$ cat config.mk
export PLATFORM = sky130hd
export DESIGN_NAME = pipelined_generic_decoder_flat
export DESIGN_NICKNAME = d
export VERILOG_FILES = /design/src/rtl/pipelined_generic_decoder_if.sv /design/src/rtl/pipelined_generic_decoder.sv /design/src/flat_wrapper.sv
export SDC_FILE = /design/constraint.sdc
export NUM_CORES = 1
export LEC_CHECK = 0
export BUFFER_PORTS_ARGS = -buffer_cell sky130_fd_sc_hd__buf_2
export CAP_MARGIN = 10
export CORE_MARGIN = 2
export CORE_UTILIZATION = 55
export DETAILED_ROUTE_END_ITERATION = 6
export PLACE_DENSITY = 0.81
export SYNTH_ARGS = -nofsm -noshare
export SYNTH_HDL_FRONTEND = slang
export SYNTH_SLANG_ARGS = --single-unit
$ cat constraint.sdc
create_clock -name clk -period 2.3 [get_ports clk]
set_input_delay 0.69 -clock clk [delete_from_list [all_inputs] [get_ports clk]]
set_output_delay 0.69 -clock clk [all_outputs]
set_load 0.02 [all_outputs]
$ cat src/rtl/pipelined_generic_decoder_if.sv
// Request/beat bundle for the pipelined decoder.
// Request side: a request transfers when in_valid && in_ready.
// Output side: a beat transfers when out_valid && out_ready; x/x_idx/out_last hold until then.
interface pipelined_generic_decoder_if #(
    parameter int M = 3
);
    localparam int N = 2**M;

    logic         ena;
    logic         in_valid;
    logic         in_ready;
    logic [M-1:0] sel;
    logic [1:0]   mode;
    logic         out_valid;
    logic         out_ready;
    logic [N-1:0] x;
    logic [M-1:0] x_idx;
    logic         out_last;
    logic         busy;
    logic [1:0]   state;

    modport master (
        output ena, in_valid, sel, mode, out_ready,
        input  in_ready, out_valid, x, x_idx, out_last, busy, state
    );

    modport slave (
        input  ena, in_valid, sel, mode, out_ready,
        output in_ready, out_valid, x, x_idx, out_last, busy, state
    );
endinterface

$ cat src/rtl/pipelined_generic_decoder.sv
// Registered M-to-2**M decoder with one-hot, thermometer, inverted and sweep modes.
// One beat register; the FSM state is exported on bus.state for observation.
module pipelined_generic_decoder #(
    parameter int M = 3
) (
    input  logic                        clk,
    input  logic                        rst,
    pipelined_generic_decoder_if.slave  bus
);
    localparam int N = 2**M;

    localparam logic [1:0] MODE_DECODE = 2'b00;
    localparam logic [1:0] MODE_THERM  = 2'b01;
    localparam logic [1:0] MODE_SCAN   = 2'b10;
    localparam logic [1:0] MODE_INVERT = 2'b11;

    typedef enum logic [1:0] {
        IDLE = 2'd0,
        HOLD = 2'd1,
        SCAN = 2'd2
    } state_t;

    state_t       state;
    logic         valid_q;
    logic [N-1:0] x_q;
    logic [M-1:0] idx_q;
    logic [M-1:0] end_q;
    logic         last_q;
    logic         busy_q;

    logic         in_ready;
    logic         accept;
    logic         beat_done;
    logic         scan_start;
    logic [N-1:0] onehot;
    logic [N-1:0] therm;
    logic [N-1:0] load_x;

    // A sweep blocks new requests until its final beat is on the output.
    assign in_ready   = (!valid_q || bus.out_ready) && (!busy_q || last_q);
    assign accept     = bus.in_valid && in_ready;
    assign beat_done  = valid_q && bus.out_ready;
    assign scan_start = (bus.mode == MODE_SCAN) && bus.ena;

    always_comb begin
        onehot = N'(1) << bus.sel;
        therm  = '0;
        for (int i = 0; i < N; i++) begin
            if (i <= int'(bus.sel)) therm[i] = 1'b1;
        end
    end

    always_comb begin
        load_x = '0;
        case (bus.mode)
            MODE_DECODE: load_x = bus.ena ? onehot : '0;
            MODE_THERM:  load_x = bus.ena ? therm  : '0;
            MODE_SCAN:   load_x = bus.ena ? N'(1)  : '0;
            MODE_INVERT: load_x = bus.ena ? ~onehot : '1;
            default:     load_x = '0;
        endcase
    end

    always_ff @(posedge clk or posedge rst) begin
        if (rst) begin
            state   <= IDLE;
            valid_q <= 1'b0;
            x_q     <= '0;
            idx_q   <= '0;
            end_q   <= '0;
            last_q  <= 1'b0;
            busy_q  <= 1'b0;
        end else if (accept) begin
            // Loading wins over retiring: the held beat handshakes on this same edge.
            valid_q <= 1'b1;
            x_q     <= load_x;
            if (scan_start) begin
                state  <= SCAN;
                idx_q  <= '0;
                end_q  <= bus.sel;
                last_q <= (bus.sel == '0);
                busy_q <= 1'b1;
            end else begin
                state  <= HOLD;
                idx_q  <= bus.sel;
                last_q <= 1'b1;
                busy_q <= 1'b0;
            end
        end else if (beat_done) begin
            if (state == SCAN && !last_q) begin
                x_q    <= x_q << 1;
                idx_q  <= idx_q + M'(1);
                last_q <= ((idx_q + M'(1)) == end_q);
            end else begin
                state   <= IDLE;
                valid_q <= 1'b0;
                busy_q  <= 1'b0;
            end
        end
    end

    assign bus.in_ready  = in_ready;
    assign bus.out_valid = valid_q;
    assign bus.x         = x_q;
    assign bus.x_idx     = idx_q;
    assign bus.out_last  = last_q;
    assign bus.busy      = busy_q;
    assign bus.state     = state;
endmodule

$ cat src/flat_wrapper.sv
// flat-port wrapper written by rule: the top's interface ports become plain ports
module pipelined_generic_decoder_flat 
#(
    parameter int M = 3
)
  (clk, rst, bus_ena, bus_in_valid, bus_sel, bus_mode, bus_out_ready, bus_in_ready, bus_out_valid, bus_x, bus_x_idx, bus_out_last, bus_busy, bus_state);
  pipelined_generic_decoder_if #(.M(M)) bus_i ();
  input  logic clk;
  input  logic rst;
  input wire logic [$bits(bus_i.ena)-1:0] bus_ena;
  input wire logic [$bits(bus_i.in_valid)-1:0] bus_in_valid;
  input wire logic [$bits(bus_i.sel)-1:0] bus_sel;
  input wire logic [$bits(bus_i.mode)-1:0] bus_mode;
  input wire logic [$bits(bus_i.out_ready)-1:0] bus_out_ready;
  output wire logic [$bits(bus_i.in_ready)-1:0] bus_in_ready;
  output wire logic [$bits(bus_i.out_valid)-1:0] bus_out_valid;
  output wire logic [$bits(bus_i.x)-1:0] bus_x;
  output wire logic [$bits(bus_i.x_idx)-1:0] bus_x_idx;
  output wire logic [$bits(bus_i.out_last)-1:0] bus_out_last;
  output wire logic [$bits(bus_i.busy)-1:0] bus_busy;
  output wire logic [$bits(bus_i.state)-1:0] bus_state;
  assign bus_i.ena = bus_ena;
  assign bus_i.in_valid = bus_in_valid;
  assign bus_i.sel = bus_sel;
  assign bus_i.mode = bus_mode;
  assign bus_i.out_ready = bus_out_ready;
  assign bus_in_ready = bus_i.in_ready;
  assign bus_out_valid = bus_i.out_valid;
  assign bus_x = bus_i.x;
  assign bus_x_idx = bus_i.x_idx;
  assign bus_out_last = bus_i.out_last;
  assign bus_busy = bus_i.busy;
  assign bus_state = bus_i.state;
  pipelined_generic_decoder #(.M(M)) u_core (.clk(clk), .rst(rst), .bus(bus_i));
endmodule
## Word level (Yosys, flattened, before mapping)

Index checks and enable logic that the tools add are counted.

- Bitwise gates (word level): 1
- Order comparisons: 7
- Shift operators: 1
- Mux-type cells: 32
- Reduce and logical (&&, ||, !) cells: 17
- Eq/ne operators: 6
- Add/sub/neg operators: 1

Operator list:

| operator | number |
|---|---|
| $mux 8 | 6 |
| $pmux 8 s4 | 1 |
| $mux 1 | 17 |
| $le 3x3->1 const A | 4 |
| $mux 3 | 4 |
| $mux 2 | 4 |
| $not 8->8 | 1 |
| $shl 1x3->8 const A | 1 |
| $eq 2x2->1 const B | 3 |
| $le 2x3->1 const A | 2 |
| $reduce_and 2->1 | 3 |
| $logic_and 1x1->1 | 5 |
| $reduce_bool 2->1 | 2 |
| $add 3x1->3 const B | 1 |
| $eq 3x3->1 | 1 |
| $le 1x3->1 const A | 1 |
| $logic_not 1->1 | 3 |
| $logic_not 3->1 | 1 |
| $eq 2x1->1 const B | 1 |
| $logic_not 2->1 | 1 |
| $logic_or 1x1->1 | 2 |
| $ne 2x1->1 const B | 1 |

- Logic and storage cells: 72
- Flip-flop bits (word level): 19
- Output and inout port bits: 17
- Bits of input ports: 10

## Logic depth before layout (Yosys ltp)

- Depth in word-level cells: 6
- Depth in mapped cells: 6
- Mapped depth without buffers: 4

## Worst setup path after synthesis

OpenSTA, ideal clock, no wires.

- Path kind: in2out
- Start point: in bus_out_ready
- End point: out bus_in_ready
- Data arrival time: 1.060 ns
- Stages: 2
- Path buffers: 0
- Data required time: 1.610 ns
- Setup slack: 0.550 ns
- Path through: nand2b_4 > and2_1

- Word-level cells in the longest chain between the ends: 2

Ends and longest elaborated chain:

| what | RTL line | RTL |
|---|---|---|
| start: declaration | flat_wrapper.sv:14 | `input wire logic [$bits(bus_i.out_ready)-1:0] bus_out_ready;` |
| $logic_or 1x1->1 | pipelined_generic_decoder.sv:40 | `assign in_ready = (!valid_q \|\| bus.out_ready) && (!busy_q \|\| last_q);` |
| $logic_and 1x1->1 | pipelined_generic_decoder.sv:40 |  |
| end: declaration | flat_wrapper.sv:15 | `output wire logic [$bits(bus_i.in_ready)-1:0] bus_in_ready;` |

No other way between the ends.

## Final worst setup path

Same ends and word-level chain as after synthesis.

==> flow_summary.json <==
{
  "first_iter_violations": 24,
  "worstSetupEndpointType": "output pin",
  "cts_tree": "yes",
  "coreArea_mm2": 0.002002,
  "slew_headroom_pct": 53.15,
  "clkPwrFrac_pct": 16.2,
  "nNetsFinal": 162,
  "period_needed_ns": 1.972,
  "finalSetupTns_ns": 0,
  "post_cts_buffers": 0,
  "grt_max_degree": 20,
  "area_growth_pct": 10.72,
  "internal_power_mw": 0.5745,
  "p_comb_share_pct": 37.1,
  "slew_viol_final": 0,
  "netlist.area_leader.share_pct": 37.46,
  "globalRouteTotalUtil_pct": 21.67,
  "avgSynthCellArea_um2": 9.249,
  "drc": 0,
  "post-route-period-util_pct": 85.74,
  "io_pins": 27,
  "drt-pass1-iter-count": 4,
  "portBuffers": 26,
  "grt_pass1_vias": 903,
  "wl_per_cell_um": 14.37,
  "clock_path_buffers": 2,
  "crit_required_ns": 1.61,
  "ant_nets": 0,
  "max_freq_mhz": 507.1,
  "maxCapViolCount": 0,
  "p_sw_mw": 0.3418,
  "critPathKind": "input pin to output pin",
  "final_hold_viol_count": 0,
  "dieArea_mm2": 0.002576,
  "yosysUniqueCellTypes": 39,
  "cp-start-kind": "input pin",
  "ir_worst_vdd_uv": 520.9,
  "gp_congestion": 0.9188,
  "start_util_pct": 60.06,
  "dr_total_vias": 1110,
  "syn_area_mm2": 0.001202,
  "rows": 16,
  "synth_cells": 130,
  "root_buffer": "clkbuf_4",
  "n_fill_cell": 184,
  "cts.sinks": 18,
  "total_power_mw": 0.9163,
  "drive_gt1_share_pct": 27.52,
  "grt_util_met2_pct": 33.11,
  "ctsResizeCount": 0,
  "grt_pass1_wl_mm": 4.250,
  "worstPathArrival_ns": 1.28,
  "p_leak_nw": 0.5936,
  "cts_buffers": 3,
  "routed_wl_mm": 2.529,
  "hpwlAfterDp_mm": 1.853,
  "antenna_found_initial": 0,
  "die_w_um": 50.76,
  "worst_pin_slew_ns": 0.7020,
  "clock_latency_ns": 0.29,
  "p_sw_share_pct": 37.30,
  "hold_class": "input pin to asynchronous set/reset pin",
  "antenna_cells": 0,
  "post-route-util_pct": 66.50,
  "dieHeight_um": 50.76,
  "htreeDepth": 1,
  "critical_path.max_fanout": 4,
  "clock_skew_ns": 0.004761,
  "setup-violations-final": 0,
  "power.density_mw_per_mm2": 688.3,
  "synth_top_area_cell": "dfrtp_1",
  "grt_use_met3_pct": 2.679,
  "use_met1_pct": 31.88,
  "top_usage_layer": "met2",
  "synth_warnings": 0,
  "ys_ff_latch": 18,
  "synth.top_cells.by_area": "dfrtp_1 (37%), nand2_1 (5.3%), a21oi_1 (3.7%), o2bb2ai_1 (3.6%), nand3_1 (3.3%)",
  "syn_nets": 141,
  "status": "complete, no violations",
  "p_seq_share_pct": 46.7,
  "cts_hold_buf": 0,
  "rsz0062_at_grt": "no",
  "clk_pin_slew_worst_paths_ns": 0.09,
  "vias_per_cell": 6.307,
  "yosysSeqAreaShare_pct": 37.46,
  "grt-ovfl-total": 0
}
==> power by group through the flow <==
stage               combinational [mW]  clock, mW  sequential [mW]
finish                           0.340      0.148            0.428
global route                     0.374      0.173            0.436
CTS                              0.343      0.156            0.426
detailed placement               0.340          0            0.432
global placement                 0.333          0            0.430
floorplan                        0.196          0            0.485
==> synth_stat cells <==
| library cell | n |
|---|---|
| or2_4 | 1 |
| a211oi_1 | 5 |
| o31ai_1 | 2 |
| a22o_1 | 2 |
| mux2_2 | 2 |
| nand2b_4 | 2 |
| o41ai_1 | 1 |
| a32o_1 | 1 |
| o21ai_0 | 4 |
| or4b_1 | 1 |
| buf_4 | 3 |
| a21oi_1 | 9 |
| nor3_4 | 1 |
| and3_4 | 1 |
| o2bb2ai_1 | 5 |
| and2_1 | 2 |
| dfrtp_1 | 18 |
| nor2_2 | 1 |
| inv_1 | 3 |
| and3_1 | 2 |
| clkbuf_1 | 3 |
| nand4bb_4 | 1 |
| nor3_1 | 7 |
| nand4_1 | 1 |
| nor2_1 | 1 |
| nand2_1 | 17 |
| a31oi_1 | 6 |
| nor4_1 | 1 |
| nand3_1 | 8 |
| ha_1 | 1 |
| o211ai_1 | 5 |
| nand3b_4 | 1 |
| buf_6 | 1 |
| xor2_1 | 2 |
| nand2b_1 | 1 |
| xnor2_1 | 2 |
| buf_2 | 4 |
| o32ai_1 | 1 |
| nor3_2 | 1 |
==> cell families (layout without fill, tap and decap cells) <==
logic type	count (synthesis)	count (layout)	synth area share [%]
AOI/OAI and AO/OA	41	41	23.41
buffers and inverters	14	33	6.347
and+or+nand+nor	50	50	26.95
muxes	2	2	1.873
DFF	18	18	37.46
adders and majority gates	1	1	1.040
xor gates and xnor gates	4	4	2.914
==> registers in the layout, summed over array words and instances, names as in the netlist <==
signal,count
u_core.bus.state,1
u_core.end_q,3
u_core.bus.x_idx,3
u_core.bus.out_last,1
u_core.bus.out_valid,1
u_core.bus.busy,1
u_core.bus.x,8
==> worst paths after layout <==
kind | startpoint | endpoint | slack (ns) | cells after the start
setup / recovery | bus_out_ready | bus_in_ready | 0.33 | 4
hold / removal | rst | u_core.bus.x[5] | 0.50 | 2
setup reg to reg | u_core.bus.out_last | u_core.bus.x[0] | 0.74 | 5
hold reg to reg | u_core.bus.x[7] | u_core.bus.x[7] | 0.51 | 1
max in group asynchronous | rst | u_core.end_q[2] | 1.36 | 2
min in group clk | u_core.bus.x[7] | u_core.bus.x[7] | 0.51 | 1
==> metal layers <==
metal,share of wire (%),vias up
li1,-,535
met5,0,-
met3,6.3,4
met2,47,48
met4,1.2,0
met1,45,523
==> layout by cell type (no fill, tap or decap), types with 4 or more instances in the layout <==
| cell | n |
|---|---|
| buf_2 | 26 |
| dfrtp_1 | 18 |
| nand2_1 | 17 |
| a21oi_1 | 9 |
| nand3_1 | 8 |
| nor3_1 | 7 |
| a31oi_1 | 6 |
| o2bb2ai_1 | 5 |
| o211ai_1 | 5 |
| a211oi_1 | 5 |
| o21ai_0 | 4 |
==> metrics by stage <==
step,std cells,setup WS (ns),area [um^2],hold slack [ns]
after floorplan,130,0.5499,1202,0.4674
after global placement,173,0.3495,1309,0.4728
after detailed placement,173,0.3277,1309,0.4804
after CTS,176,0.3264,1331,0.5064
after global routing,176,0.3058,1331,0.5317
final,176,0.3280,1331,0.4978
==> critical path, stage by stage <==
cell and delay [ns]:
buf_2 0.12, nand2b_4 0.16, and2_1 0.16, buf_2 0.15
==> final cells by class <==
cell class	instances	area [um^2]	area share (%)
Clock buffer	3	22.52	1.692
Inverter	3	11.26	0.8459
Multi-Input combinational cell	98	675.6	50.75
Sequential cell	18	450.4	33.83
Tap cell	27	33.78	2.538
Timing Repair Buffer	27	137.6	10.34
No activity file was read; power rests on OpenSTA's default activity.
